<file path="config.mk">
export PLATFORM = sky130hd
export DESIGN_NAME = mem_wb_elastic
export DESIGN_NICKNAME = d
export VERILOG_FILES = /design/src/rtl/pipe_pkg.sv /design/src/rtl/pipe_slot.sv /design/src/rtl/mem_wb_elastic.sv
export SDC_FILE = /design/constraint.sdc
export NUM_CORES = 1
export LEC_CHECK = 0
export BUFFER_PORTS_ARGS = -buffer_cell sky130_fd_sc_hd__buf_2
export CELL_PAD_IN_SITES_DETAIL_PLACEMENT = 2
export CELL_PAD_IN_SITES_GLOBAL_PLACEMENT = 2
export CORE_MARGIN = 2
export CORE_UTILIZATION = 27
export CTS_CLUSTER_DIAMETER = 40
export DETAILED_ROUTE_END_ITERATION = 8
export PLACE_DENSITY = 0.82
export SLEW_MARGIN = 20
export SYNTH_ARGS = -nofsm -noshare
export SYNTH_HDL_FRONTEND = slang
export SYNTH_SLANG_ARGS = --single-unit
</file>
<file path="constraint.sdc">
create_clock -name clk -period 2.2 [get_ports clk]
set_clock_uncertainty 0.15 [all_clocks]
set_input_delay 0.44 -clock clk [delete_from_list [all_inputs] [get_ports clk]]
set_output_delay 0.44 -clock clk [all_outputs]
set_load 0.02 [all_outputs]
</file>
<file path="src/rtl/pipe_pkg.sv">
// Shared definitions for the MEM/WB elastic stage: FSM encoding, default widths
// and the packed entry layout {pc, instr, wd, we, waddr} (MSB to LSB).
package pipe_pkg;

  typedef enum logic [1:0] {
    ST_EMPTY = 2'd0,
    ST_ONE   = 2'd1,
    ST_TWO   = 2'd2
  } state_e;

  localparam int DATA_W  = 32;
  localparam int ADDR_W  = 5;
  localparam int PC_W    = 32;
  localparam int INSTR_W = 32;

  function automatic int entry_w(input int data_w, input int addr_w);
    return PC_W + INSTR_W + data_w + 1 + addr_w;
  endfunction

endpackage

</file>
<file path="src/rtl/pipe_slot.sv">
// One pipeline entry: valid bit plus packed payload, with load and clear.
// Clear wins over load so a flush can never be undone by a same-cycle capture.
module pipe_slot #(
  parameter int W = 8
) (
  input  logic         clk,
  input  logic         rst_n_i,
  input  logic         clr_i,
  input  logic         load_i,
  input  logic [W-1:0] d_i,
  output logic         valid_o,
  output logic [W-1:0] q_o
);

  logic         valid_q;
  logic [W-1:0] data_q;

  always_ff @(posedge clk) begin
    if (!rst_n_i) begin
      valid_q <= 1'b0;
      data_q  <= '0;
    end else if (clr_i) begin
      valid_q <= 1'b0;
    end else if (load_i) begin
      valid_q <= 1'b1;
      data_q  <= d_i;
    end
  end

  assign valid_o = valid_q;
  assign q_o     = data_q;

endmodule

</file>
<file path="src/rtl/mem_wb_elastic.sv">
// MEM/WB stage with a two-entry skid buffer, flush, retire counter and a
// qualified forwarding write-enable for the hazard unit and register file.
//
// state    | meaning
// ST_EMPTY | no entry held
// ST_ONE   | main slot valid, skid empty
// ST_TWO   | main and skid valid, upstream stalled
module mem_wb_elastic
  import pipe_pkg::*;
#(
  parameter int DATA_W = 32,
  parameter int ADDR_W = 5,
  parameter int CNT_W  = 32
) (
  input  logic              clk,
  input  logic              reset,
  input  logic              flush,
  input  logic              in_valid,
  output logic              in_ready,
  input  logic [31:0]       in_pc,
  input  logic [31:0]       in_instr,
  input  logic [DATA_W-1:0] in_wd,
  input  logic              in_we,
  input  logic [ADDR_W-1:0] in_waddr,
  output logic              out_valid,
  input  logic              out_ready,
  output logic [31:0]       out_pc,
  output logic [31:0]       out_instr,
  output logic [DATA_W-1:0] out_wd,
  output logic              out_we,
  output logic [ADDR_W-1:0] out_waddr,
  output logic              fwd_we,
  output logic [CNT_W-1:0]  retire_cnt
);

  localparam int EW = entry_w(DATA_W, ADDR_W);

  state_e            state_q;
  logic              in_ready_q;
  logic [CNT_W-1:0]  cnt_q;
  logic              main_valid, skid_valid;
  logic [EW-1:0]     main_q, skid_q, main_d, in_entry;
  logic              in_fire, out_fire;
  logic              main_load, main_clr, skid_load, skid_clr;

  assign in_entry = {in_pc, in_instr, in_wd, in_we, in_waddr};
  assign in_fire  = in_valid & in_ready_q;
  assign out_fire = main_valid & out_ready;

  always_comb begin
    main_load = 1'b0;
    main_clr  = 1'b0;
    skid_load = 1'b0;
    skid_clr  = 1'b0;
    main_d    = in_entry;
    case (state_q)
      ST_EMPTY: main_load = in_fire;
      ST_ONE: begin
        if (in_fire && out_fire)  main_load = 1'b1;
        else if (in_fire)         skid_load = 1'b1;
        else if (out_fire)        main_clr  = 1'b1;
      end
      ST_TWO: begin
        if (out_fire && skid_valid) begin
          main_load = 1'b1;
          main_d    = skid_q;
          skid_clr  = 1'b1;
        end
      end
      default: begin
        main_clr = 1'b1;
        skid_clr = 1'b1;
      end
    endcase
    if (flush) begin
      main_clr = 1'b1;
      skid_clr = 1'b1;
    end
  end

  always_ff @(posedge clk) begin
    if (!reset) begin
      state_q    <= ST_EMPTY;
      in_ready_q <= 1'b1;
      cnt_q      <= '0;
    end else begin
      if (out_fire && !flush) cnt_q <= cnt_q + 1'b1;
      if (flush) begin
        state_q    <= ST_EMPTY;
        in_ready_q <= 1'b1;
      end else begin
        case (state_q)
          ST_EMPTY: if (in_fire) state_q <= ST_ONE;
          ST_ONE: begin
            if (in_fire && !out_fire) begin
              state_q    <= ST_TWO;
              in_ready_q <= 1'b0;
            end else if (!in_fire && out_fire) begin
              state_q <= ST_EMPTY;
            end
          end
          ST_TWO: begin
            if (out_fire) begin
              state_q    <= ST_ONE;
              in_ready_q <= 1'b1;
            end
          end
          default: begin
            state_q    <= ST_EMPTY;
            in_ready_q <= 1'b1;
          end
        endcase
      end
    end
  end

  pipe_slot #(.W(EW)) u_main (
    .clk     (clk),
    .rst_n_i (reset),
    .clr_i   (main_clr),
    .load_i  (main_load),
    .d_i     (main_d),
    .valid_o (main_valid),
    .q_o     (main_q)
  );

  pipe_slot #(.W(EW)) u_skid (
    .clk     (clk),
    .rst_n_i (reset),
    .clr_i   (skid_clr),
    .load_i  (skid_load),
    .d_i     (in_entry),
    .valid_o (skid_valid),
    .q_o     (skid_q)
  );

  assign {out_pc, out_instr, out_wd, out_we, out_waddr} = main_q;
  assign out_valid  = main_valid;
  assign in_ready   = in_ready_q;
  assign fwd_we     = main_valid & out_we & (|out_waddr);
  assign retire_cnt = cnt_q;

endmodule

</file>
==> out/summary.txt <==
outcome -> finished with violations
failing checks -> negative setup slack
TritonCTS clock tree -> done
CORE AREA -> 0.03548 mm2
count of port buffers added during placement -> 243
Critical Setup Path Class -> flop to output port
CP Buf/Inv Count -> 1
slowest cell on the critical path -> or3_4
crit path capture type -> output port
dpl cells -> 1,875
first-pass GRT wire length -> 66.42 mm
clock sink count -> 241
initial drt markers -> 357
# DRC -> 0
NumNets Final -> 1,683
cells along the critical path -> or3_4 -> o311a_1 -> buf_6
worst min-delay path class -> input pin to flop
total power draw -> 14.28 mW
Max-Cap Viols -> 0
fmax -> 431.8 MHz
routed len/inst -> 20.66 um
EDFF count, synth -> 0
Mapped Cells -> 1,212
clk buf depth -> 3
post-route cell area -> 0.01491 mm2
largest net degree at the start of global routing -> 57
fin. max-slew vios -> 0
Pwr Density -> 958.0 mW/mm2
gr usage total -> 22.04%
vias after detailed routing -> 10,406
Root Driver -> clkbuf_16
Final Worst Setup Slack -> -0.1158 ns
post-layout util -> 42.01%
total routed wirelength -> 42.91 mm
I/O pin count -> 244
crit share post-route -> 105.3%
multi-input logic area -> 0.004484 mm2
vias in the first global route -> 11,961
TritonCTS buffer count -> 52
minimum clock period -> 2.316 ns
Hold Vio Cnt, Final -> 0
crit-path max cell delay -> 0.38 ns
drt pass-1 iters -> 4
Final ANT Viol Nets -> 0
Worst Tran Pin Value -> 0.4228 ns
leakage -> 6.111 nW
area delta synth->final -> 53.64%
sequential area share after synthesis -> 49.72%
max_slew headroom -> 71.62%
grt ovf -> 0
die height -> 193.6 um
Mapped Area -> 0.009703 mm2
GPL Wtd Cong -> 0.7759
WP data arrival -> 1.73 ns
Mapped Avg Cell Area -> 8.006 um2
Register Area -> 0.004828 mm2
Initial Utilization -> 27.35%
initial antenna violation count -> 3
vias per cell -> 5.010
H-tree level count -> 2
CP delay by family, top -> simple AND/OR/NAND/NOR gates
crit-path max FO -> 3
RSZ-0062 raised after global routing -> true
Worst Path Required -> 1.61 ns
crit path launch type -> flop
Die X -> 193.6 um
Worst VDD drop -> 0.0006490 V
die area -> 0.03747 mm2
final std cells w/o fill -> 2,077
final setup violation count -> 2
# rows -> 69
clk slew on worst S/H paths -> 0.04 ns
Placed Area -> 0.01185 mm2
layout cell share with drive strength beyond 1 -> 27.09%
HPWL Detailed -> 23.54 mm
Setup TNS -> -0.1641 ns
post-synthesis cell type count -> 37
share of synthesized registers carrying an async set or reset -> 0%
Net Count, Synth -> 1,323
Skew-Pair Late Insertion Delay -> 0.57 ns
yosys warns -> 0
Most used DFF post-synth -> dfxtp_1
flops & latches, synth -> 241
fill count -> 3,828
==> per-layer routing <==
| metal | GRT usage [%] | up-vias | part of all wire, % |
|---|---|---|---|
| met2 | 39.85 | 308 | 51 |
| met4 | 8.793 | 0 | 3.5 |
| met1 | 24.67 | 5171 | 40 |
| met5 | 0 | - | 0 |
| li1 | - | 4832 | - |
| met3 | 5.492 | 95 | 5.1 |
==> cell type report <==
class	instances	area share (%)
sequential	241	32.39
inverter	5	0.1762
antenna	3	0.05036
tap	461	3.869
clock inverter	33	2.896
clock buffer	62	9.526
timing repair buffer	404	21.02
multi-input combinational	868	30.08
==> path summary, 6_finish.rpt <==
| kind | start | to | slack, ns | depth (start not counted) |
|---|---|---|---|---|
| worst max-delay path | u_main.q_o[2]$_SDFFE_PN0P_ | fwd_we | -0.12 | 3 |
| worst min-delay path | in_we | u_skid.q_o[5]$_SDFFE_PN0P_ | 0.03 | 3 |
| worst max register to register | u_main.valid_o$_SDFFE_PP0P_ | u_main.q_o[33]$_SDFFE_PN0P_ | -0.05 | 9 |
| worst min register to register | u_skid.q_o[101]$_SDFFE_PN0P_ | u_skid.q_o[101]$_SDFFE_PN0P_ | 0.31 | 2 |
==> through the flow <==
stage / setup WS [ns] / hold WS [ns]
2_1_floorplan: 0.01577 / 0.2866
6_report: -0.1158 / 0.02958
3_3_place_gp: -0.1205 / 0.2917
3_5_place_dp: -0.3189 / 0.2989
4_1_cts: -0.1479 / 0.004078
5_1_grt: -0.1764 / 0.02231
==> cell usage after synthesis (4+ instances only) <==
library cell / n / area (um2)
nand2_1: 420 / 1577
dfxtp_1: 241 / 4825
nor2_1: 143 / 536.8
a21oi_1: 107 / 535.5
a311oi_1: 91 / 797.0
clkbuf_1: 54 / 202.7
xor2_1: 23 / 201.4
buf_2: 17 / 85.08
nand4_1: 14 / 87.58
buf_6: 13 / 146.4
a311oi_2: 11 / 165.2
nand3_1: 10 / 50.05
buf_1: 8 / 30.03
and3_1: 6 / 37.54
buf_4: 6 / 45.04
xnor2_1: 6 / 52.55
inv_1: 5 / 18.77
and4_1: 4 / 35.03
ha_1: 4 / 50.05
o21ai_0: 4 / 20.02
==> report_power, final <==
part	internal, mW	total [mW]	switching [mW]
clock	5.56	8.31	2.75
sequential	4.54	4.65	0.112
combinational	0.555	1.32	0.760
==> sequential cells by signal, summed over array words and instances, names as in the netlist <==
register and flops:
u_skid.q_o 102, in_ready 1, u_main.valid_o 1, u_main.q_o 102
u_skid.valid_o 1, retire_cnt 32, state_q 2
==> worst register-to-register path, cell delays in order, from the launching register on <==
cell,delay (ns)
dfxtp_1,0.32
and2_4,0.16
ha_1,0.20
o21a_1,0.18
nor2_2,0.12
o21a_4,0.18
buf_12,0.18
buf_12,0.16
nor2_1,0.07
a311oi_1,0.41
==> placed cells by master (no fill, tap or decap), types with 8 or more instances in the layout <==
master / n
buf_4: 26
nor2_1: 141
buf_12: 30
nand2_1: 420
dlygate4sd3_1: 100
nand3_1: 9
nand4_1: 14
a311oi_2: 22
clkinv_2: 9
bufinv_16: 8
xor2_1: 23
buf_2: 242
a21oi_1: 107
a311oi_1: 79
dfxtp_1: 238
clkbuf_16: 56
==> cell families (layout without fill, tap and decap cells) <==
kind of cell | Yosys count | count (layout) | share of synthesized area, %
multiplexers | 1 | 1 | 0.1160
flip-flops | 241 | 241 | 49.72
AO/OA/AOI/OAI | 219 | 219 | 16.20
other | 0 | 3 | 0
AND/OR/NAND/NOR | 615 | 615 | 25.39
XOR/XNOR | 29 | 29 | 2.618
buffers and inverters | 103 | 504 | 5.442
adder cells (fa/ha/maj) | 4 | 4 | 0.5158
==> what timing repair did <==
item,4_1_cts,5_1_grt
pin swaps,2,6
endpoints found under the setup margin,6,30
gates cloned,0,3
hold buffers,100,0
hold endpoints to repair,160,0
setup buffers,0,1
gates resized for setup,6,18
Power figures use the tool's default switching activity.
